===== src/rtl/credit_loop_controller_mc.sv =====
// credit_loop_controller_mc: sideband RDI credit loop (return pulses + adapter credit count).
// Optional sticky error flag enabled by defining CRD_LOOP_ERR_EN.
module credit_loop_controller_mc #(
    parameter int                 NUM_SRC      = 4,
    parameter logic [NUM_SRC-1:0] CRD_SRC_MASK = 4'b1110,
    parameter int                 CRD_DEPTH    = 32,
    parameter int                 RET_Q_DEPTH  = 8,
    localparam int                SW           = $clog2(NUM_SRC),
    localparam int                CW           = $clog2(CRD_DEPTH + 1),
    localparam int                QW           = $clog2(RET_Q_DEPTH + 1)
) (
    input  logic          i_clk,
    input  logic          i_rst_n,
    input  logic          i_tx_fifo_read_en,
    input  logic [SW-1:0] i_srcid,
    input  logic          i_fifo_data_is_zeros,
    input  logic          i_lp_cfg_crd,
    input  logic          i_rising_edge_pl_cfg_vld,
    input  logic          i_err_clr,
    output logic          o_pl_cfg_crd,
    output logic          o_adapter_is_full,
    output logic [CW-1:0] o_crd_cnt,
    output logic [QW-1:0] o_ret_pending,
    output logic          o_crd_err
);
    typedef enum logic [1:0] {IDLE, PULSE, GAP} state_e;
    state_e        state_q, state_d;
    logic [QW-1:0] pend_q, pend_d;
    logic [CW-1:0] cnt_q, cnt_d;
    logic          pulse_q, full_q;
    logic          inc, dec, ret_ovf, crd_ovf, crd_udf, lp_only, vld_only;
    always_comb begin
        inc      = i_tx_fifo_read_en & ~i_fifo_data_is_zeros & CRD_SRC_MASK[i_srcid];
        dec      = (state_q == PULSE);
        ret_ovf  = inc & ~dec & (pend_q == QW'(RET_Q_DEPTH));
        pend_d   = (inc & ~dec & ~ret_ovf) ? pend_q + QW'(1) :
                   (dec & ~inc)            ? pend_q - QW'(1) : pend_q;
        // IDLE and GAP share the same exit rule; PULSE always inserts a gap.
        state_d  = (state_q == PULSE) ? GAP : (pend_q != '0) ? PULSE : IDLE;
        lp_only  = i_lp_cfg_crd & ~i_rising_edge_pl_cfg_vld;
        vld_only = i_rising_edge_pl_cfg_vld & ~i_lp_cfg_crd;
        crd_ovf  = lp_only & (cnt_q == CW'(CRD_DEPTH));
        crd_udf  = vld_only & (cnt_q == '0);
        cnt_d    = (lp_only & ~crd_ovf)  ? cnt_q + CW'(1) :
                   (vld_only & ~crd_udf) ? cnt_q - CW'(1) : cnt_q;
    end
    always_ff @(posedge i_clk or negedge i_rst_n) begin
        if (!i_rst_n) begin
            state_q <= IDLE;
            pend_q  <= '0;
            cnt_q   <= CW'(CRD_DEPTH);
            pulse_q <= 1'b0;
            full_q  <= 1'b0;
        end else begin
            state_q <= state_d;
            pend_q  <= pend_d;
            cnt_q   <= cnt_d;
            pulse_q <= (state_d == PULSE);
            full_q  <= (cnt_d == '0);
        end
    end
`ifdef CRD_LOOP_ERR_EN
    logic err_q, err_d;
    // A new error outranks a simultaneous clear.
    assign err_d = ret_ovf | crd_ovf | crd_udf | (err_q & ~i_err_clr);
    always_ff @(posedge i_clk or negedge i_rst_n) begin
        if (!i_rst_n) err_q <= 1'b0;
        else          err_q <= err_d;
    end
    assign o_crd_err = err_q;
`else
    logic unused_err;
    assign unused_err = ^{i_err_clr, ret_ovf, crd_ovf, crd_udf};
    assign o_crd_err  = 1'b0;
`endif
    assign o_pl_cfg_crd      = pulse_q;
    assign o_adapter_is_full = full_q;
    assign o_crd_cnt         = cnt_q;
    assign o_ret_pending     = pend_q;
endmodule

===== config.mk =====
export PLATFORM = sky130hd
export DESIGN_NAME = credit_loop_controller_mc
export DESIGN_NICKNAME = d
export VERILOG_FILES = /design/src/rtl/credit_loop_controller_mc.sv
export SDC_FILE = /design/constraint.sdc
export NUM_CORES = 1
export LEC_CHECK = 0
export CORE_MARGIN = 2
export CORE_UTILIZATION = 43
export DETAILED_ROUTE_END_ITERATION = 10
export HOLD_SLACK_MARGIN = 0.05
export PLACE_DENSITY = 0.73
export SLEW_MARGIN = 0
export SYNTH_ARGS = -nofsm -noshare
export SYNTH_HDL_FRONTEND = slang
export SYNTH_SLANG_ARGS = --single-unit

===== constraint.sdc =====
create_clock -name i_clk -period 2.1 [get_ports i_clk]
set_input_delay 0.42 -clock i_clk [delete_from_list [all_inputs] [get_ports i_clk]]
set_output_delay 0.42 -clock i_clk [all_outputs]
set_load 0.02 [all_outputs]

# Word-level counts from Yosys, hierarchy flattened
# Cells that the tools add are included.
[word_totals]
ff_bits = 14
latchBits = 0
ram_bits = 0
mem_bits_ro = 0
in_bits = 9
out_inout_bits = 13
word_cells = 46
n_memories = 0
[op_classes]
add_sub_neg = 4
multipliers = 0
div = 0
n_lt_le_gt_ge = 1
n_eq_ne = 4
n_shift = 0
muxes = 8
bitwise = 20
n_reduce_logical = 4
[ops]
columns = ["op", "n"]
rows = [
  ["1-bit bitwise AND", 12],
  ["6-bit zero test", 2],
  ["6-bit 2-to-1 mux", 2],
  ["4-bit 2-to-1 mux", 2],
  ["1-bit inverter", 8],
  ["6-bit by 1-bit adder with 6-bit output (second input constant)", 1],
  ["6-bit equality test (second input constant)", 1],
  ["6-bit by 1-bit subtractor with 6-bit output (second input constant)", 1],
  ["4-bit by 1-bit adder with 4-bit output (second input constant)", 1],
  ["2-bit by 1-bit equality test with 1-bit output (second input constant)", 2],
  ["4-bit equality test (second input constant)", 1],
  ["4-bit nonzero test", 1],
  ["4-bit by 1-bit subtractor with 4-bit output (second input constant)", 1],
  ["2-bit by 3-bit < comparator with 1-bit output (second input constant)", 1],
  ["1-bit binary-select mux with 2-bit select", 1],
  ["1-bit 2-to-1 mux", 2],
  ["2-bit 2-to-1 mux", 1],
  ["2-bit nonzero test", 1],
]

# Logic depth before layout (Yosys ltp)
[depth]
ltp_word = 8
depth_mapped = 11
mapped_depth_nobuf = 11

# Worst setup path after synthesis
# Ideal clock, no wire load.
[synth_timing]
path_kind = "register -> register"
start = "register state_q[0]"
end = "register pend_q[3], in the netlist o_ret_pending[3]"
setup_ns = 0.077
arrival_time_ns = 2.088
required_ns = 2.023
slack_ns = -0.065
path_stages_with_launch = 11
path_buffers = 0
period_less_slack_ns = 2.165
path_cell_list = "dfrtp_1 -> nor2b_1 -> or2_2 -> a21o_1 -> ha_1 -> a21o_1 -> a21oi_1 -> nand3_1 -> o21ai_0 -> nor2_1 -> a21oi_1"
[synth_between]
elab_chain_cells = 7
elab_cells_between_ends = 9
cone_classes = "1 x eq/ne; 1 x mux; 6 x bitwise; 1 x reduce/logical"
[synth_lines]
columns = ["element", "line_no", "text"]
rows = [
  ["from (decl)", "27", "state_e state_q, state_d;"],
  ["from (signal assigned)", "55", "state_q <= state_d;"],
  ["2-bit by 1-bit equality test with 1-bit output *", "34", "dec = (state_q == PULSE);"],
  ["named net dec", "31", "logic inc, dec, ret_ovf, crd_ovf, crd_udf, lp_only, vld_only;"],
  ["1-bit inverter", "35, 36", ""],
  ["1-bit bitwise AND", "35, 36", ""],
  ["1-bit bitwise AND", "35", "ret_ovf = inc & ~dec & (pend_q == QW'(RET_Q_DEPTH));"],
  ["1-bit inverter", "36", "pend_d = (inc & ~dec & ~ret_ovf) ? pend_q + QW'(1) :"],
  ["1-bit bitwise AND", "36", ""],
  ["4-bit 2-to-1 mux or 2-bit nonzero test (tied branches)", "-", ""],
  ["to (signal assigned)", "56", "pend_q <= pend_d;"],
  ["to (decl)", "28", "logic [QW-1:0] pend_q, pend_d;"],
]
# Mark *: on every way through the listed nets, which the timed path passes. The rest lies on a longest branch.
# A chain may end at the register's enable or synchronous reset.

# Final worst setup path
[layout_timing]
start = "register cnt_q[0], in the netlist o_crd_cnt[0]"
end = "register full_q, in the netlist o_adapter_is_full"
[layout_between]
elab_chain_cells = 7
elab_cells_between_ends = 13
cone_classes = "2 x add/sub; 1 x eq/ne; 2 x mux; 6 x bitwise; 2 x reduce/logical"
[layout_lines]
columns = ["element", "line_no", "text"]
rows = [
  ["from (decl)", "29", "logic [CW-1:0] cnt_q, cnt_d;"],
  ["from (signal assigned)", "51", "cnt_q <= CW'(CRD_DEPTH);"],
  ["from (signal assigned)", "57", "cnt_q <= cnt_d;"],
  ["parallel branches: the longest is 5 deep, another holds 6-bit by 1-bit subtractor with 6-bit output", "-", ""],
  ["6-bit 2-to-1 mux *", "44", "cnt_d = (lp_only & ~crd_ovf) ? cnt_q + CW'(1) :"],
  ["named net cnt_d[1]", "29", ""],
  ["6-bit zero test *", "59", "full_q <= (cnt_d == '0);"],
  ["to (signal assigned)", "59", ""],
  ["to (decl)", "30", "logic pulse_q, full_q;"],
]
# Mark *: on every way through the listed nets, which the timed path passes.

==> flow_metrics.env <==
export IMPL_comb_power_share_pct=65.8
export IMPL_drv_slew=0
export IMPL_crit_fanout=3
export IMPL_p_sw_share_pct=42.4
export IMPL_r2r_setup_slack_ns=0.03
export IMPL_pre_cts_slack_ns=-0.461
export IMPL_synth_seq_cells=13
export IMPL_crit_chain="inv_2 > ha_4 > or4b_4 > o21ai_2 > a221o_1 > mux2i_1 > or3_4 > nor4_4"
export IMPL_p_per_area_nw_per_um2=1450
export IMPL_clk_path_buf_depth=2
export IMPL_vdd_ir_drop_max_uv=754
export IMPL_crit_end="o_adapter_is_full"
export IMPL_cp_data_required_time_ns=2.29
export IMPL_gr_total_overflow=0
export IMPL_drt_iter0_markers=11
export IMPL_endpoint_kind="register"
export IMPL_cpLargestDelayFamily="simple AND/OR/NAND/NOR gates"
export IMPL_fin_nets=142
export IMPL_startpoint_type="register"
export IMPL_vias=765
export IMPL_cts_sinks=13
export IMPL_wl_per_cell_um=13.0
export IMPL_cts_tree="done"
export IMPL_grt_usage_pct=18.8
export IMPL_clk_latency_ns=0.28
export IMPL_synth_commonest_cells="dfrtp_1 (12), a21oi_1 (5), ha_1 (5), inv_1 (5)"
export IMPL_coreArea_um2=1920
export IMPL_yosysTopAreaCellShare_pct=35.0
export IMPL_grt_pass1_vias=773
export IMPL_slew_headroom_pct=62.3
export IMPL_crit_path_top_delay_cell="or4b_4"
export IMPL_core_rowCount=16
export IMPL_antenna_cells=0
export IMPL_maxCapViolCount=0
export IMPL_period_needed_ns=2.07
export IMPL_final_hold_viol_count=0
export IMPL_r2r_cells=8
export IMPL_fmax_mhz=482
export IMPL_path_buf_inv=1
export IMPL_cts_made_buffers=3
export IMPL_dieArea_um2=2370
export IMPL_clockPowerShare_pct=8.0
export IMPL_path_class="reg -> reg"
export IMPL_internal_power_w=0.00110
export IMPL_drc=0
export IMPL_rr_startpoint="o_crd_cnt[0]"
export IMPL_synth_async_reset_ratio_pct=100
export IMPL_synth_flop_cell="dfrtp_1"
export IMPL_cp_startpoint="o_crd_cnt[0]"
export IMPL_period_share_pct=98.7
export IMPL_area_delta_synth_final_pct=54.0
export IMPL_antenna_found_initial=0
export IMPL_via_per_inst=5.00
export IMPL_power_leakage_nw=0.572
export IMPL_first_pass_iters=4
export IMPL_drive_gt1_share_pct=37.3
export IMPL_worstMarginPinSlew_ns=0.563
export IMPL_die_y_um=48.6
export IMPL_fillCellCount=160
export IMPL_yosys_cell_count_top_type="dfrtp_1"
export IMPL_syn_nets=97
export IMPL_hpwl_um=1530
export IMPL_die_w_um=48.6
export IMPL_path_clk_slew_ns=0.08
export IMPL_grt_max_degree=14
export IMPL_finClkSkew_ns=0.00626
export IMPL_whs_ns=0.498
export IMPL_crit_cells=8
export IMPL_ctsHoldBuffers=0
export IMPL_ant_nets=0
export IMPL_reg2reg_to="o_adapter_is_full"
export IMPL_cts_root_buf="clkbuf_4"
export IMPL_arrival_ns=2.26
export IMPL_routabilityCongestion=0.826
export IMPL_rsz0062_at_grt="yes"
export IMPL_setup_viol=0
export IMPL_synth_edff_count=0
export IMPL_wl_um=1990
export IMPL_synth_top_cell_by_area="dfrtp_1"
export IMPL_pwr_share_seq_pct=26.2
export IMPL_grt_pass1_wl_um=3500
export IMPL_hold_class="in -> async"
export IMPL_place_port_buffers=19
export IMPL_p_sw_w=0.000809
export IMPL_synth_distinct_cells=41
export IMPL_netlist_area_um2=857
export IMPL_crit_path_max_incr_delay_ns=0.47
export IMPL_synth_avg_cell_area_um2=10.5
export IMPL_yosys_top_cells_area="dfrtp_1 (35%), ha_1 (7.3%), xnor2_1 (4.1%)"
export IMPL_initial_core_util_pct=44.6
export IMPL_fin_ws_ns=0.0264
export IMPL_postSynthCellCount=82
export IMPL_ioPinCount=22
export IMPL_h_tree_depth=1
export IMPL_ys_warn_count=0
export IMPL_seq_area_frac_synth_pct=38.1
export IMPL_status="completed"
==> layout by cell type, fill, tap and decap left out, types with 2 or more instances in the layout <==
master,count
a21o_1,2
a21oi_1,4
a21oi_2,2
buf_4,23
clkbuf_4,3
clkdlybuf4s50_1,15
dfrtp_1,11
dlygate4sd2_1,4
ha_1,3
ha_4,2
inv_1,3
inv_2,2
mux2_2,2
nand2_1,2
nand3_1,3
nand4_1,2
nor2_1,3
o21a_1,2
o21ai_0,3
o31ai_1,2
xnor2_1,4
xor2_1,2
==> layout make-up <==
type                    instances  area (um2)  area share, %
well taps                      27        33.8           2.56
repair buffers                 42         358           27.1
clock buffers                   4        26.3           1.99
flip-flops and latches         13         328           24.8
multi-input cells              62         556           42.1
inverters                       5        18.8           1.42
==> timing repair <==
action | 4_1_cts | 5_1_grt
resized for setup | 13 | 2
pin swaps | 7 | 4
buffers inserted | 5 | 0
endpoints found under the setup margin | 3 | 2
endpoints found under the hold margin | 0 | 0
==> registers in the layout (all words and copies together), names as in the netlist <==
| signal | count |
|---|---|
| o_crd_cnt | 6 |
| o_ret_pending | 4 |
| state_q | 2 |
| o_adapter_is_full | 1 |
==> cell families after synthesis <==
| kind of cell | share of synthesized area (%) |
|---|---|
| buffers and inverters | 4.38 |
| adders and majority gates | 9.64 |
| and+or+nand+nor | 18.1 |
| DFF | 38.1 |
| xor gates and xnor gates | 6.13 |
| muxes | 3.80 |
| other | 0.438 |
| AOI/OAI and AO/OA | 19.4 |
==> worst min path at each step <==
stage          slack [ns]                end  depth (start not counted)
6_report             0.50         state_q[1]                          1
5_1_grt              0.55   o_ret_pending[3]                          1
4_1_cts              0.52   o_ret_pending[0]                          1
3_5_place_dp         0.52   o_ret_pending[3]                          1
3_3_place_gp         0.51   o_ret_pending[3]                          1
2_1_floorplan        0.12  o_adapter_is_full                          0
==> metrics by stage <==
step / setup TNS [ns] / power [W] / util [%] / instances / instance area, um2
detailed placement: -1.27 / 0.00165 / 63.0 / 144 / 1210
global placement: -1.06 / 0.00162 / 63.0 / 144 / 1210
global route: -0.0714 / 0.00204 / 68.7 / 153 / 1320
finish: 0 / 0.00191 / 68.7 / 153 / 1320
CTS: 0 / 0.00187 / 68.0 / 153 / 1310
floorplan: 0 / 0.00114 / - / 82 / 870
==> layer usage <==
metal  vias up  routed length (um)  global-route usage (%)
met1       362                 925                    24.4
met4         0                   0                    1.43
met2        13                 989                    33.1
li1        390                   -                       -
met3         0                  70                    4.63
met5         -                   0                       0
==> power groups by stage <==
stage / logic [W] / clock network (W) / registers (W)
floorplan: 0.000501 / 0 / 0.000638
global placement: 0.00113 / 0 / 0.000490
detailed placement: 0.00115 / 0 / 0.000496
CTS: 0.00121 / 0.000157 / 0.000502
global route: 0.00135 / 0.000171 / 0.000525
finish: 0.00125 / 0.000153 / 0.000500
Note: power is estimated with default switching activity, not from simulation.
